File: src/rtl/sel_mux2.sv
// Two-input WIDTH-bit selector: zero-latency combinational output plus a registered copy
// with valid, captured select and a saturating select-switch counter. Optional macro SEL_MUX2_PARITY_EN adds y_par.

module sel_mux2_lane (
    input  logic a,
    input  logic b,
    input  logic s,
    output logic y
);
    // Pure ternary keeps this path free of clock/reset and lets X on s propagate in simulation.
    assign y = s ? a : b;
endmodule

module sel_mux2 #(
    parameter int WIDTH = 1,
    parameter int CNT_W = 8
) (
    input  logic             clk,
    input  logic             rst_n,
    input  logic [WIDTH-1:0] a,
    input  logic [WIDTH-1:0] b,
    input  logic             s,
    input  logic             in_vld,
    output logic [WIDTH-1:0] y,
    output logic [WIDTH-1:0] y_q,
    output logic             out_vld,
    output logic             sel_q,
`ifdef SEL_MUX2_PARITY_EN
    output logic [CNT_W-1:0] sw_cnt,
    output logic             y_par
`else
    output logic [CNT_W-1:0] sw_cnt
`endif
);

    genvar gi;
    generate
        for (gi = 0; gi < WIDTH; gi++) begin : g_lane
            sel_mux2_lane u_lane (
                .a (a[gi]),
                .b (b[gi]),
                .s (s),
                .y (y[gi])
            );
        end
    endgenerate

    logic sw_hit;
    logic cnt_sat;

    // Compare against the pre-update select so the first sample after reset sees sel_q=0.
    assign sw_hit  = in_vld && (s != sel_q);
    assign cnt_sat = &sw_cnt;

    always_ff @(posedge clk) begin
        if (!rst_n) begin
            y_q     <= '0;
            out_vld <= 1'b0;
            sel_q   <= 1'b0;
            sw_cnt  <= '0;
        end else begin
            out_vld <= in_vld;
            if (in_vld) begin
                y_q   <= y;
                sel_q <= s;
            end
            if (sw_hit && !cnt_sat)
                sw_cnt <= sw_cnt + 1'b1;
        end
    end

`ifdef SEL_MUX2_PARITY_EN
    always_ff @(posedge clk) begin
        if (!rst_n)
            y_par <= 1'b0;
        else if (in_vld)
            y_par <= ^y;
    end
`endif

endmodule

File: config.mk
export PLATFORM = sky130hd
export DESIGN_NAME = sel_mux2
export DESIGN_NICKNAME = d
export VERILOG_FILES = /design/src/rtl/sel_mux2.sv
export SDC_FILE = /design/constraint.sdc
export NUM_CORES = 1
export LEC_CHECK = 0
export CAP_MARGIN = 20
export CORE_MARGIN = 4
export CORE_UTILIZATION = 38
export CTS_CLUSTER_SIZE = 24
export DETAILED_ROUTE_END_ITERATION = 8
export GPL_TIMING_DRIVEN = 0
export PLACE_DENSITY_LB_ADDON = 0.2
export SETUP_SLACK_MARGIN = 0.2
export SLEW_MARGIN = 25
export SYNTH_ARGS = -nofsm -noshare
export SYNTH_HDL_FRONTEND = slang
export SYNTH_SLANG_ARGS = --single-unit
export TNS_END_PERCENT = 50
File: constraint.sdc
create_clock -name clk -period 1.27 [get_ports clk]
set_input_delay 0.254 -clock clk [delete_from_list [all_inputs] [get_ports clk]]
set_output_delay 0.254 -clock clk [all_outputs]
set_load 0.1 [all_outputs]
==> results of run 1 <==
critical path, delay by kind of cell (launching register included):
family	cells	cell delay [ns]
xor gates and xnor gates	1	0.22
DFF	1	0.37
and+or+nand+nor	2	0.51
AOI/OAI and AO/OA	1	0.12
placed cells by master, fill, tap and decap left out, types with 3 or more instances in the layout:
master	netlist	layout
a21oi_1	3	3
buf_12	0	13
nor3_1	4	3
nor2_1	4	4
buf_6	0	4
buf_4	0	10
nand4_1	4	4
dfxtp_4	0	9
o21ai_1	2	3
clkbuf_4	0	3
per-stage QoR:
stage	total power [uW]	setup TNS (ns)
after floorplan	511	-0.538
after global placement	563	-9.52
after detailed placement	563	-9.65
after CTS	850	-0.0680
after global routing	907	-0.271
final	863	-0.0444
repair_timing:
action                     in CTS  in global routing
resized for setup             119                  7
pin swaps                       7                 13
hold endpoints to repair        0                  0
setup endpoints to repair      21                 20
setup buffers                   4                 11
worst paths after layout:
check | endpoint | slack (ns) | startpoint | cells past startpoint
worst min-delay path | out_vld | 0.34 | in_vld | 2
worst min register to register | sw_cnt[1] | 0.51 | sw_cnt[1] | 2
worst max register to register | sw_cnt[5] | -0.03 | sel_q | 4
worst max-delay path | sw_cnt[5] | -0.03 | sel_q | 4
routing by layer:
layer / up-vias / global-route usage, %
met4: 0 / 10.5
met1: 270 / 16.3
met2: 14 / 25.7
met3: 0 / 7.57
met5: - / 0
li1: 279 / -
cells by family after synthesis:
group	synth area share (%)
AOI/OAI and AO/OA	13.0
DFF	42.3
muxes	6.01
xor gates and xnor gates	6.49
and+or+nand+nor	26.7
buffers and inverters	3.12
adders and majority gates	2.40
registers in the layout, summed over array words and instances (netlist names):
| register | cells |
|---|---|
| out_vld | 1 |
| sw_cnt | 8 |
| sel_q | 1 |
| y_q | 1 |
layout make-up:
| cell class | count | share of cell area, % |
|---|---|---|
| timing repair buffer | 31 | 38.7 |
| multi-input combinational | 42 | 31.8 |
| sequential | 11 | 23.7 |
| clock buffer | 4 | 2.43 |
| tap | 15 | 1.74 |
| inverter | 3 | 1.16 |
| buffer | 1 | 0.463 |
where the power goes:
group | total [uW] | internal [uW] | switching (uW) | leakage (uW)
Sequential | 359 | 343 | 15.3 | 0.0000971
Combinational | 265 | 109 | 156 | 0.000314
Clock | 239 | 122 | 117 | 0.0000150
Total | 863 | 574 | 289 | 0.000426
==> flow_summary.yaml, run 1 <==
cts:
  cts_hold_buf: 0
  clk_latency_ns: 0.27
  cts.path.max_buffers: 2
  cts_buffers: 3
  clockRootBuffer: "clkbuf_4"
  htreeDepth: 1
  clock-sinks: 11
  cts_tree: "built"
  clk_pin_slew_worst_paths_ns: 0.07
grt:
  grt_usage_pct: 16.0
  grt_max_degree: 10
  grt_pass1_wl_um: 2250
  overflow: 0
  grt_pass1_vias: 509
  antenna_found_initial: 0
logic_synthesis:
  synth_edf_count: 0
  synth_most_common_cell: "dfxtp_1"
  yosysWarnings: 0
  synthCells: 57
  ys_types: 27
  ys_seq_area_share_pct: 42.3
  synthesis.area_um2: 520
  synthFlopType: "dfxtp_1"
  synth_fp_nets: 64
  yosys.area.top_type: "dfxtp_1"
  synth_top_area_share_pct: 42.3
  synth_common_cells: "dfxtp_1 (11), nand4_1 (4), nor2_1 (4), nor3_1 (4)"
  postSynth.asyncResetShare_pct: 0
  synth-seq-cells: 11
  syn_area_per_cell_um2: 9.13
  synthTopCellsByArea: "dfxtp_1 (42%), nand4_1 (4.8%), mux2i_1 (3.8%)"
sta:
  hold_viol: 0
  tightestPinTransition_ns: 0.250
  rsz0062_at_grt: "true"
  skew_ns: 0.00392
  postLayoutSetupSlackWorst_ns: -0.0321
  fin_hold_ws_ns: 0.345
  min_period_ns: 1.30
  final-setup-viol-count: 2
  slew_headroom_pct: 83.3
  min_period_over_period_pct: 103
  clock.fmax_ghz: 0.768
  report.final.slew_viol_count: 0
route:
  dr.first_iter.drc_count: 13
  wl_per_cell_um: 14.5
  routed_wl_um: 1560
  highest_layer: "met3"
  wl_met2_um: 842
  met1Wirelength_um: 625
  vias: 563
  wl_met3_um: 87
  drc: 0
  viasPerCell: 5.26
  drt-pass1-iter-count: 2
  postRouteAntennaNets: 0
setup_path:
  critPathSlowestCell: "dfxtp_4"
  path_cells: "xor2_4 > and2_4 > or3b_1 > a21oi_1"
  slowest_delay_ns: 0.37
  endpoint_kind: "register"
  worstSetupPathType: "register to register"
  cp_max_fo: 5
  arrival_ns: 1.50
  startpoint_type: "register"
  cp.required_ns: 1.47
placement:
  dp_slack_ns: -1.21
  place_inst: 88
  hpwlAfterDp_um: 830
  numPortBuffers: 16
  postPlaceCellArea_um2: 768
  gp_congestion: 0.731
hold_path:
  min_path_type: "primary input to register"
pwr:
  powerDensity_nw_per_um2: 798
  ir_drop_mv: 0.882
  power.leakage_uw: 0.000426
layout:
  fill_cells: 71
  fin_nets: 100
  fin_cells: 107
  multiInputGateArea_um2: 344
  postLayoutCellArea_um2: 1080
  register_area_um2: 256
  syn2layout_area_growth_pct: 108
  fin_util_pct: 83.1
  final_layout_size_suffix_gt1_share_pct: 56.5
  diodes: 0
die:
  core-area_um2: 1300
  die_area_um2: 2030
  start_util_pct: 40.0
  die_height_um: 45.0
  ioPinCount: 18
  rows: 13
  dieWidth_um: 45.0
run:
  drv_cap: 0
status:
  status: "finished, violations left"
  violations: "setup timing"
No activity file was read; power rests on OpenSTA's default activity.
==> run 2, diff against run 1 <==
--- a/config.mk
+++ b/config.mk
@@ -6,11 +6,14 @@
 export NUM_CORES = 1
 export LEC_CHECK = 0
 export CAP_MARGIN = 20
+export CELL_PAD_IN_SITES_DETAIL_PLACEMENT = 1
+export CELL_PAD_IN_SITES_GLOBAL_PLACEMENT = 1
 export CORE_MARGIN = 4
-export CORE_UTILIZATION = 38
+export CORE_UTILIZATION = 27
 export CTS_CLUSTER_SIZE = 24
 export DETAILED_ROUTE_END_ITERATION = 8
 export GPL_TIMING_DRIVEN = 0
+export HOLD_SLACK_MARGIN = 0.03
 export PLACE_DENSITY_LB_ADDON = 0.2
 export SETUP_SLACK_MARGIN = 0.2
 export SLEW_MARGIN = 25
==> flow_summary.yaml, run 2 (synthesis gave the netlist of run 1 again) <==
layout:
  syn2layout_area_growth_pct: 112
  register_area_um2: 256
  fin_cells: 119
  multiInputGateArea_um2: 359
  largest_reg_flops: 8
  postLayoutCellArea_um2: 1100
  fin_nets: 102
  final_layout_size_suffix_gt1_share_pct: 61.7
  layout_common_cells: "buf_4 (13), buf_12 (11), dfxtp_4 (9), buf_6 (6)"
  top_register: "sw_cnt"
  final_common_cell: "buf_4"
  diodes: 0
  fill_cells: 194
cts:
  cts_tree: "built"
  clock-sinks: 11
  htreeDepth: 1
  clk_latency_ns: 0.27
  cts.path.max_buffers: 2
  cts_hold_buf: 0
  clockRootBuffer: "clkbuf_4"
  cts_buffers: 3
  clk_pin_slew_worst_paths_ns: 0.07
placement:
  gp_congestion: 0.751
  hpwlAfterDp_um: 980
  place_inst: 98
  numPortBuffers: 16
  postPlaceCellArea_um2: 781
die:
  ioPinCount: 18
  core-area_um2: 1780
  rows: 15
  die_height_um: 51.9
  start_util_pct: 29.2
  die_area_um2: 2690
  dieWidth_um: 51.9
route:
  drt-pass1-iter-count: 3
  postRouteAntennaNets: 0
  wl_per_cell_um: 16.0
  dr.first_iter.drc_count: 1
  drc: 0
  routed_wl_um: 1910
  viasPerCell: 4.94
  vias: 588
run:
  drv_cap: 0
setup_path:
  startpoint_type: "register"
  arrival_ns: 1.53
  cp_max_fo: 4
  endpoint_kind: "register"
  worstSetupPathType: "register to register"
  cp.required_ns: 1.47
sta:
  skew_ns: 0.00133
  final-setup-viol-count: 5
  rsz0062_at_grt: "true"
  slew_headroom_pct: 83.2
  clock.fmax_ghz: 0.754
  postLayoutSetupSlackWorst_ns: -0.0560
  tns_ns: -0.115
  min_period_over_period_pct: 104
  min_period_ns: 1.33
  fin_hold_ws_ns: 0.305
  report.final.slew_viol_count: 0
  tightestPinTransition_ns: 0.251
  hold_viol: 0
pwr:
  power.leakage_uw: 0.000425
  powerDensity_nw_per_um2: 783
  ir_drop_mv: 0.610
grt:
  grt_usage_pct: 14.1
  overflow: 0
  antenna_found_initial: 0
  grt_max_degree: 10
  grt_pass1_wl_um: 2680
  grt_pass1_vias: 544
status:
  violations: "setup timing"
  status: "finished, violations left"
hold_path:
  min_path_type: "primary input to register"
==> run 2: changes by cell type in the layout (fill, tap and decap cells not counted), sizes merged <==
cell,before,now
buf,28,31
clkbuf,4,5
clkdlybuf4s18,1,0
clkinvlp,0,1
clkdlybuf4s15,0,1
dlygate4sd2,2,0
clkinv,1,0
==> run 2: path summary, 6_finish.rpt <==
check	start	endpoint	slack, ns	cells after the start
setup reg to reg	sel_q	sw_cnt[5]	-0.06	4
hold / removal	s	sel_q	0.30	3
setup / recovery	sel_q	sw_cnt[5]	-0.06	4
hold reg to reg	sw_cnt[1]	sw_cnt[1]	0.53	2
==> run 2: what timing repair did <==
| action | CTS | global route |
|---|---|---|
| gates resized for setup | 119 | 14 |
| cloned | 0 | 0 |
| endpoints found under the setup margin | 21 | 21 |
| pin swaps | 3 | 6 |
| setup buffers | 6 | 11 |
==> run 2: layout make-up <==
class                           instances  area share, %
Buffer                                  1          0.454
Clock buffer                            4           2.38
Inverter                                3           1.36
Multi-Input combinational cell         42           32.5
Sequential cell                        11           23.2
Tap cell                               25           2.83
Timing Repair Buffer                   33           37.2
==> run 2: power breakdown <==
| part | switching [uW] | total [uW] | internal [uW] | leakage (uW) |
|---|---|---|---|---|
| sequential | 17.8 | 361 | 344 | 0.0000971 |
| combinational | 160 | 263 | 103 | 0.000313 |
| clock | 119 | 241 | 122 | 0.0000150 |
==> run 2: layer usage <==
layer	part of all wire (%)	wire length, um	GRT usage [%]	vias to the layer above
met3	3.4	65	5.16	6
li1	-	-	-	285
met5	0	0	0	-
met4	2.8	53	6.55	0
met2	54	1020	24.5	14
met1	40	762	15.1	283
==> run 2: worst max-delay path, cell delays in order, from the launching register on <==
cell	delay, ns
dfxtp_4	0.38
xor2_4	0.22
and2_4	0.19
or3b_1	0.35
a21oi_1	0.12
==> run 2: per-stage QoR <==
step                      total power, uW  util [%]  setup WS, ns
final                                 865      61.9       -0.0560
after global routing                  909      61.9        -0.124
after CTS                             862      54.5       -0.0168
after detailed placement              566      43.8         -1.21
after global placement                564      43.8         -1.21
after floorplan                       511         -        -0.169
